**config.mk**
```make
export PLATFORM = sky130hd
export DESIGN_NAME = window_gen_kxk
export DESIGN_NICKNAME = d
export VERILOG_FILES = /design/src/rtl/window_gen_kxk.sv
export SDC_FILE = /design/constraint.sdc
export NUM_CORES = 1
export LEC_CHECK = 0
export BUFFER_PORTS_ARGS = -buffer_cell sky130_fd_sc_hd__buf_2
export CORE_UTILIZATION = 37
export CTS_CLUSTER_SIZE = 14
export DETAILED_ROUTE_END_ITERATION = 8
export GPL_ROUTABILITY_DRIVEN = 1
export PLACE_DENSITY = 0.61
export SLEW_MARGIN = 10
export SYNTH_ARGS = -nofsm -noshare
export SYNTH_HDL_FRONTEND = slang
export SYNTH_SLANG_ARGS = --single-unit
export TNS_END_PERCENT = 30
```
**constraint.sdc**
```tcl
create_clock -name clk -period 5 [get_ports clk]
set_input_delay 0.25 -clock clk [delete_from_list [all_inputs] [get_ports clk]]
set_output_delay 0.25 -clock clk [all_outputs]
set_load 0.01 [all_outputs]
```
**src/rtl/window_gen_kxk.sv**
```systemverilog
// window_gen_kxk: streaming KxK window generator for raster-order pixels.
// Keeps K-1 line buffers of MAX_W pixels (block RAM, registered read) and a
// KxK register window. One window is produced per valid convolution position
// of a runtime-sized frame, with valid/ready handshakes on both sides.
// Optional build macro WIN_STRIDE2_EN: emit only the positions where
// (row-(K-1)) and (col-(K-1)) are both even.
module window_gen_kxk #(
    parameter int DW    = 8,
    parameter int K     = 3,
    parameter int MAX_W = 64,
    parameter int CW    = 7
) (
    input  logic                clk,
    input  logic                rst,
    input  logic [CW-1:0]       img_width,
    input  logic [CW-1:0]       img_height,
    input  logic [DW-1:0]       s_data,
    input  logic                s_valid,
    output logic                s_ready,
    output logic [K*K*DW-1:0]   m_window,
    output logic                m_valid,
    input  logic                m_ready,
    output logic                m_last,
    output logic                cfg_err
);

    localparam int AW = (MAX_W > 1) ? $clog2(MAX_W) : 1;
    localparam logic [CW-1:0] KW   = CW'(K);
    localparam logic [CW-1:0] KM1  = CW'(K - 1);
    localparam logic [CW-1:0] MAXW = CW'(MAX_W);

    logic [CW-1:0] col_reg, row_reg, col_next, row_next;
    logic [CW-1:0] width_reg, height_reg;
    logic [CW-1:0] eff_w, eff_h;
    logic          active_reg;
    logic          cfg_err_reg;
    logic          m_valid_reg;
    logic          m_last_reg;
    logic [DW-1:0] win_reg [K][K];
    logic [DW-1:0] lb_rd [K-1];

    logic accept, cfg_bad, take;
    logic col_wrap, row_last, frame_end;
    logic qualify, is_last;

    assign s_ready  = !cfg_err_reg && (!m_valid_reg || m_ready);
    assign m_valid  = m_valid_reg;
    assign m_last   = m_last_reg;
    assign cfg_err  = cfg_err_reg;

    // Position bookkeeping, frame-start config check and output qualification.
    always_comb begin
        eff_w     = active_reg ? width_reg  : img_width;
        eff_h     = active_reg ? height_reg : img_height;
        accept    = s_valid && s_ready;
        cfg_bad   = !active_reg &&
                    ((img_width < KW) || (img_width > MAXW) || (img_height < KW));
        take      = accept && !cfg_bad;
        col_wrap  = (col_reg == eff_w - CW'(1));
        row_last  = (row_reg == eff_h - CW'(1));
        frame_end = take && col_wrap && row_last;
`ifdef WIN_STRIDE2_EN
        // Even offsets from K-1 only; the last emitted row/col is h-1 or h-2
        // depending on the parity of (h-K), likewise for the width.
        qualify   = take && (row_reg >= KM1) && (col_reg >= KM1) &&
                    ((row_reg[0] ^ KM1[0]) == 1'b0) && ((col_reg[0] ^ KM1[0]) == 1'b0);
        is_last   = (row_reg == (((eff_h[0] ^ KW[0]) == 1'b1) ? eff_h - CW'(2) : eff_h - CW'(1))) &&
                    (col_reg == (((eff_w[0] ^ KW[0]) == 1'b1) ? eff_w - CW'(2) : eff_w - CW'(1)));
`else
        qualify   = take && (row_reg >= KM1) && (col_reg >= KM1);
        is_last   = col_wrap && row_last;
`endif
        col_next  = col_reg;
        row_next  = row_reg;
        if (rst) begin
            col_next = '0;
            row_next = '0;
        end else if (take) begin
            if (col_wrap) begin
                col_next = '0;
                row_next = row_last ? '0 : row_reg + CW'(1);
            end else begin
                col_next = col_reg + CW'(1);
            end
        end
    end

    // Line buffers: buffer 0 holds the oldest row. The read address runs one
    // accept ahead (col_next) so the registered read of column c is ready when
    // pixel c arrives; the write address (col_reg) never equals it because
    // legal widths are at least 2.
    genvar gi, gj;
    generate
        for (gi = 0; gi < K - 1; gi++) begin : g_lb
            logic [DW-1:0] mem [MAX_W];
            logic [DW-1:0] rd_reg;
            logic [DW-1:0] wr_data;
            if (gi < K - 2) begin : g_mid
                assign wr_data = lb_rd[gi+1];
            end else begin : g_top
                assign wr_data = s_data;
            end
            // Shift the column up one buffer on accept; read ahead every cycle.
            always_ff @(posedge clk) begin
                if (take) begin
                    mem[col_reg[AW-1:0]] <= wr_data;
                end
                rd_reg <= mem[col_next[AW-1:0]];
            end
            assign lb_rd[gi] = rd_reg;
        end
    endgenerate

    // Window register: shift left one column and load the new rightmost column.
    always_ff @(posedge clk) begin
        if (rst) begin
            for (int r = 0; r < K; r++) begin
                for (int c = 0; c < K; c++) begin
                    win_reg[r][c] <= '0;
                end
            end
        end else if (take) begin
            for (int r = 0; r < K; r++) begin
                for (int c = 0; c < K - 1; c++) begin
                    win_reg[r][c] <= win_reg[r][c+1];
                end
            end
            for (int r = 0; r < K - 1; r++) begin
                win_reg[r][K-1] <= lb_rd[r];
            end
            win_reg[K-1][K-1] <= s_data;
        end
    end

    generate
        for (gi = 0; gi < K; gi++) begin : g_row
            for (gj = 0; gj < K; gj++) begin : g_col
                assign m_window[(gi*K+gj)*DW +: DW] = win_reg[gi][gj];
            end
        end
    endgenerate

    // Counters, frame state, config latch/error and output handshake.
    always_ff @(posedge clk) begin
        if (rst) begin
            col_reg     <= '0;
            row_reg     <= '0;
            width_reg   <= '0;
            height_reg  <= '0;
            active_reg  <= 1'b0;
            cfg_err_reg <= 1'b0;
            m_valid_reg <= 1'b0;
            m_last_reg  <= 1'b0;
        end else begin
            col_reg <= col_next;
            row_reg <= row_next;
            if (take && !active_reg) begin
                width_reg  <= img_width;
                height_reg <= img_height;
            end
            if (accept && cfg_bad) begin
                cfg_err_reg <= 1'b1;
            end
            if (take) begin
                active_reg <= !frame_end;
            end
            if (qualify) begin
                m_valid_reg <= 1'b1;
                m_last_reg  <= is_last;
            end else if (m_ready) begin
                m_valid_reg <= 1'b0;
                m_last_reg  <= 1'b0;
            end
        end
    end

endmodule

```
# Yosys cells after proc, flatten, opt, wreduce, memory -nomap -nowiden
# Memory sizes are Yosys's and may differ from the RTL's. A register that Yosys moved wholly into a read port is not among the register bits.
# Cells that the tools add are included.
# W data, S select, Z words.
totals:
  regBits: 32
  input_bits: 26
  n_memories: 3
  ramBits: 1096
  wordCells: 77
  out_inout_bits: 76
  latchBits: 0
  mem_bits_ro: 0
mem_list:
  columns: ["name", "depth", "word_bits", "read_ports", "rd_clocked_by_memory_dff", "write_ports", "line_no", "text"]
  rows:
  - ["g_lb[0].mem", 64, 8, 1, 1, 1, "95", "logic [DW-1:0] mem [MAX_W];"]
  - ["g_lb[1].mem", 64, 8, 1, 1, 1, "95", null]
  - ["win_reg", 3, 24, 3, 0, 3, "39", "logic [DW-1:0] win_reg [K][K];"]
op_classes:
  n_reduce_logical: 21
  bitwise_logic: 9
  order_cmp: 5
  shifts: 0
  n_mul: 0
  eq_ne: 2
  div: 0
  mux: 24
  add_sub_neg: 4
ops:
  columns: ["cell", "n"]
  rows:
  - ["$mux W8", 9]
  - ["$mux W7", 4]
  - ["$add A7 B1 Y7 const B", 2]
  - ["$eq A7 B7 Y1", 2]
  - ["$ge A7 B2 Y1 const B", 2]
  - ["$lt A7 B2 Y1 const B", 2]
  - ["$sub A7 B1 Y7 const B", 2]
  - ["$mux W6", 2]
  - ["$logic_and A1 B1 Y1", 11]
  - ["$mux W1", 9]
  - ["$or A1 B1 Y1", 9]
  - ["$gt A7 B7 Y1 const B", 1]
  - ["$logic_not A1 Y1", 5]
  - ["$logic_or A1 B1 Y1", 3]
  - ["$reduce_and A2 Y1", 1]
  - ["$reduce_bool A2 Y1", 1]

# Depth between registers and ports, before layout
depth:
  ltp_word: 10
  ltp_mapped: 21
  depth_no_buf: 14

# Worst setup path after synthesis
# Ideal clock, no wire load.
synth_timing:
  kind: "register to register"
  start: "reg m_valid_reg, in the netlist m_valid"
  end: "reg g_lb[1].rd_reg[6], read port of g_lb[1].mem"
  setup_slack_ns: 0.430
  synth_period_minus_slack_ns: 4.570
  n_path_buf: 0
  setup_time_ns: 0.134
  path_stages_with_launch: 12
  t_arrival_ns: 4.436
  required_ns: 4.866
  path_cell_list: "dfxtp_1 > nor2b_1 > nor3b_1 > o211ai_1 > nand2_1 > nor2_1 > and2_1 > a2111oi_4 > a211oi_1 > a311oi_1 > nand4_1 > or4_1"
synth_between:
  elab_chain_len: 7
synth_rtl:
  columns: ["element", "line_no", "text"]
  rows:
  - ["start, declared", "37", "logic m_valid_reg;"]
  - ["start signal, assigned", "152", "m_valid_reg <= 1'b0;"]
  - ["start signal, assigned", "168", "m_valid_reg <= 1'b1;"]
  - ["start signal, assigned", "171", "m_valid_reg <= 1'b0;"]
  - ["$logic_not A1 Y1", "46", "assign s_ready = !cfg_err_reg && (!m_valid_reg || m_ready);"]
  - ["$logic_or A1 B1 Y1", "46", null]
  - ["$logic_and A1 B1 Y1", "46", null]
  - ["$logic_and A1 B1 Y1", "55", "accept = s_valid && s_ready;"]
  - ["$logic_and A1 B1 Y1", "58", "take = accept && !cfg_bad;"]
  - ["$mux W6", "78", "end else if (take) begin"]
  - ["$mux W6", "75", "if (rst) begin"]
  - ["end, declared", "96", "logic [DW-1:0] rd_reg;"]
# Every way passes these cells.
# A chain may end at the register's enable or synchronous reset.

# Worst setup path after layout
layout_timing:
  start: "reg active_reg"
  end: "reg g_lb[1].rd_reg[0], read port of g_lb[1].mem"
layout_between:
  elab_chain_len: 6
  word_cells_on_any_way: 10
  cone_classes: "add/sub: 1; eq/ne: 1; mux: 4; reduce/logical: 4"
layout_rtl:
  columns: ["element", "line_no", "text"]
  rows:
  - ["start, declared", "35", "logic active_reg;"]
  - ["start signal, assigned", "165", "active_reg <= !frame_end;"]
  - ["$mux W7 / $logic_not A1 Y1 (equally long branches)", "53, 56", null]
  - ["$sub A7 B1 Y7 / $logic_and A1 B1 Y1 (equally long branches)", "59, 56", null]
  - ["$eq A7 B7 Y1 / $logic_not A1 Y1 (equally long branches)", "59, 58", null]
  - ["$mux W7 / $logic_and A1 B1 Y1 (equally long branches)", "79, 58", null]
  - ["$mux W6 (*)", "78", null]
  - ["$mux W6 (*)", "75", null]
# Mark *: on every way between the ends. The rest lies on a longest branch, timed or not.

==> impl_metrics.csv <==
group,metric,value,unit
route,drc_errors,0,
finish,layout-drive-gt1-share,12.5,%
yosys,synth_cells,4229,
route,detail-route-antenna-nets,0,
global_routing,met2_usage,35.4,%
route,routed_wl,161,mm
clock_network,clockBufferDepth,3,
yosys,synth.area.top_cells,"edfxtp_1 (65%), nand2_1 (4.7%), a21oi_1 (3.0%)",
pwr,ir_worst_vdd,0.000297,V
global_routing,grt-busiest-layer,"met2",
worst_setup_path,crit_path_end_kind,"register",
finish,largest_register_ffs,1024,
global_routing,grt_max_degree,161,
clock_network,cts-buffers-inserted,117,
yosys,synth_nets,4261,
timing,fin_skew,32.3,ps
pwr,power,22.2,mW
timing,fin_tns_setup,0,ps
clock_network,post_cts_buffers,0,
route,firstDrtPassIters,6,
route,wl_per_cell,26.1,um
yosys,ys_seq_elements,1144,
yosys,syn_area_per_cell,12.0,um^2
global_routing,grt_pass1_wl,237,mm
worst_setup_path,path_max_fanout,32,
worst_setup_path,critical_path_arrival,5430,ps
finish,antenna-diode-count,0,
worst_setup_path,crit_path_start_kind,"register",
die,start_util,37.5,%
worst_setup_path,worst_path_max_delay_cell,"nand4_1",
hold_path,min_path_type,"input port to register",
die,die-width,373,um
timing,finalHoldViolCount,0,
yosys,ys_seq_area_share,66.5,%
pwr,leakagePower,19.6,nW
timing,worst_pin_slew,1180,ps
global_routing,grt_remaining_overflow,0,
timing,slew_violations,0,
route,vias,37363,
yosys,yosysTopAreaCell,"edfxtp_1",
yosys,synth.distinct_cells,77,
yosys,synth_edf_count,1096,
clock_network,insertion_delay,740,ps
placement,dp_hpwl,96.4,mm
run,max_cap_violations,0,
clock_network,ctsRootBufferMaster,"clkbuf_16",
global_routing,antenna_found_initial,4,
yosys,yosys_warnings,0,
worst_setup_path,crit_required,5630,ps
placement,place_congestion,0.879,
yosys,synthArstFlopShare,0,%
yosys,synth_ff_type,"edfxtp_1",
worst_setup_path,path_class,"register to register",
clock_network,cts.sinks,1144,
clock_network,cts_tree,"yes",
die,die_h,373,um
global_routing,grt_pass1_vias,35223,
timing,rsz0062_at_grt,"false",
pwr,power_density,382,mW/mm^2
timing,setup-violations-final,0,
clock_network,clk_pin_slew,60,ps
yosys,synth_top_area_share,64.6,%
timing,max_freq,208,MHz
timing,min_period,4800,ps
worst_setup_path,cpMostUsedCell,"buf_4",
placement,port_buffers,101,
global_routing,use_met3,3.85,%
global_routing,use_met1,31.2,%
die,ioPinCount,102,
yosys,synth_area,0.0509,mm^2
worst_setup_path,cpPeakStageDelay,610,ps
clock_network,cts_max_level,3,
status,status,"finished clean",
timing,fin_crit_sh,96.0,%
route,drtIter0Drc,5160,
finish,nets,4339,
route,post_drt_via_cell_ratio,6.04,
die,die_area,0.139,mm^2
die,fp-row-count,135,
worst_setup_path,worstPathCellList,"buf_4 > mux2i_1 > xnor2_1 > xor2_1 > a31o_4 > a41o_4 > or2_4 > buf_12 > buf_4 > buf_4 > nand2_1 > a31oi_1 > nand4_1 > nand4_1",
finish,syn_to_final_growth,13.9,%
global_routing,grt_use_total,22.6,%
timing,slew-limit-headroom,21.5,%
die,core,0.136,mm^2
## routing by layer
layer,part of all wire [%],up-vias
li1,-,16427
met1,41,18725
met2,46,1896
met3,9.6,315
met4,3.9,0
met5,0,-
## power breakdown
part | leakage (nW) | switching [mW] | internal, mW
sequential | 10.4 | 0.232 | 10.9
combinational | 7.36 | 1.69 | 0.635
clock | 1.85 | 3.76 | 4.98
total | 19.6 | 5.68 | 16.5
## logic make-up (layout without fill, tap and decap cells)
group	after synthesis	in the layout	synth area share (%)
adder cells (fa/ha/maj)	6	6	0.147
buffers and inverters	414	590	3.28
XOR/XNOR	33	33	0.567
AO/OA/AOI/OAI	1088	1088	14.4
flip-flops	1144	1144	66.5
AND/OR/NAND/NOR	1479	1479	13.7
multiplexers	65	65	1.36
## area by class of cell
class / instances / area, um^2
well taps: 1781 / 2230
repair buffers: 328 / 2460
fillers: 12372 / 78000
clock buffers: 139 / 3030
flip-flops and latches: 1144 / 33900
multi-input cells: 2671 / 15500
clock inverters: 78 / 747
inverters: 45 / 189
## layout by cell type (no fill, tap or decap), drive strengths merged, types with 30 or more instances in the layout
cell,netlist,routed
a2111oi,36,36
a211oi,132,132
a21oi,307,307
a221o,30,30
a221oi,78,78
a31oi,52,52
a32oi,45,45
and3,167,167
buf,122,313
clkbuf,247,139
clkinv,2,59
dfxtp,48,48
edfxtp,1096,1096
inv,43,49
mux2,32,32
mux2i,33,33
nand2,637,637
nand3,174,174
nand4,55,55
nor2,194,194
nor2b,88,88
nor3,79,79
o21ai,181,181
o22ai,62,62
o32ai,33,33
## critical path: cells and delay by family, from the launching register on
| kind | cells | cell delay (ps) |
|---|---|---|
| buffers and inverters | 4 | 1200 |
| XOR/XNOR | 2 | 480 |
| flip-flops | 1 | 430 |
| multiplexers | 1 | 290 |
| AND/OR/NAND/NOR | 4 | 1390 |
| AO/OA/AOI/OAI | 3 | 800 |
## metrics by stage
stage          area, um^2  utilization (%)  setup slack, ps  hold WS, ps  instances
2_1_floorplan       50900                -              430          349       4229
3_3_place_gp        54100             39.8              186          462       5954
3_5_place_dp        54100             39.8              225          468       5954
4_1_cts             58000             42.7              208         81.6       6186
5_1_grt             58000             42.7             14.5          116       6186
6_report            58000             42.7              201          118       6186
## Yosys cell counts, types with 19 or more instances
library cell,instances
nand4_1,55
xnor2_1,22
mux2i_1,32
buf_1,50
inv_1,41
nor2b_1,88
a211oi_1,132
a32oi_1,45
and3_1,167
dfxtp_1,48
nor3_1,75
a31oi_1,52
a2111oi_0,33
nor4_1,20
o32ai_1,32
mux2_2,32
nor2_1,191
a221o_1,30
buf_2,64
o22ai_1,62
o2111ai_1,21
a21oi_1,307
o21ai_0,176
clkbuf_1,247
nand2_1,636
and2_1,19
nand3_1,174
edfxtp_1,1096
a221oi_1,78
## final timing paths
path / slack [ps] / end / cells past startpoint / from
hold / removal: 120 / g_lb[1].mem[61][6]$_DFFE_PP_ / 1 / s_data[6]
setup / recovery: 200 / g_lb[0].wr_data[0]$_DFF_P_ / 14 / active_reg$_SDFFE_PP0P_
setup reg to reg: 200 / g_lb[0].wr_data[0]$_DFF_P_ / 14 / active_reg$_SDFFE_PP0P_
hold reg to reg: 480 / height_reg[5]$_SDFFE_PP0P_ / 2 / height_reg[5]$_SDFFE_PP0P_
## what timing repair did
action | 4_1_cts | 5_1_grt
hold endpoints to repair | 16 | 0
gates resized for setup | 0 | 1
hold buffers | 15 | 0
endpoints found under the setup margin | 0 | 1
No activity file was read; power rests on OpenSTA's default activity.
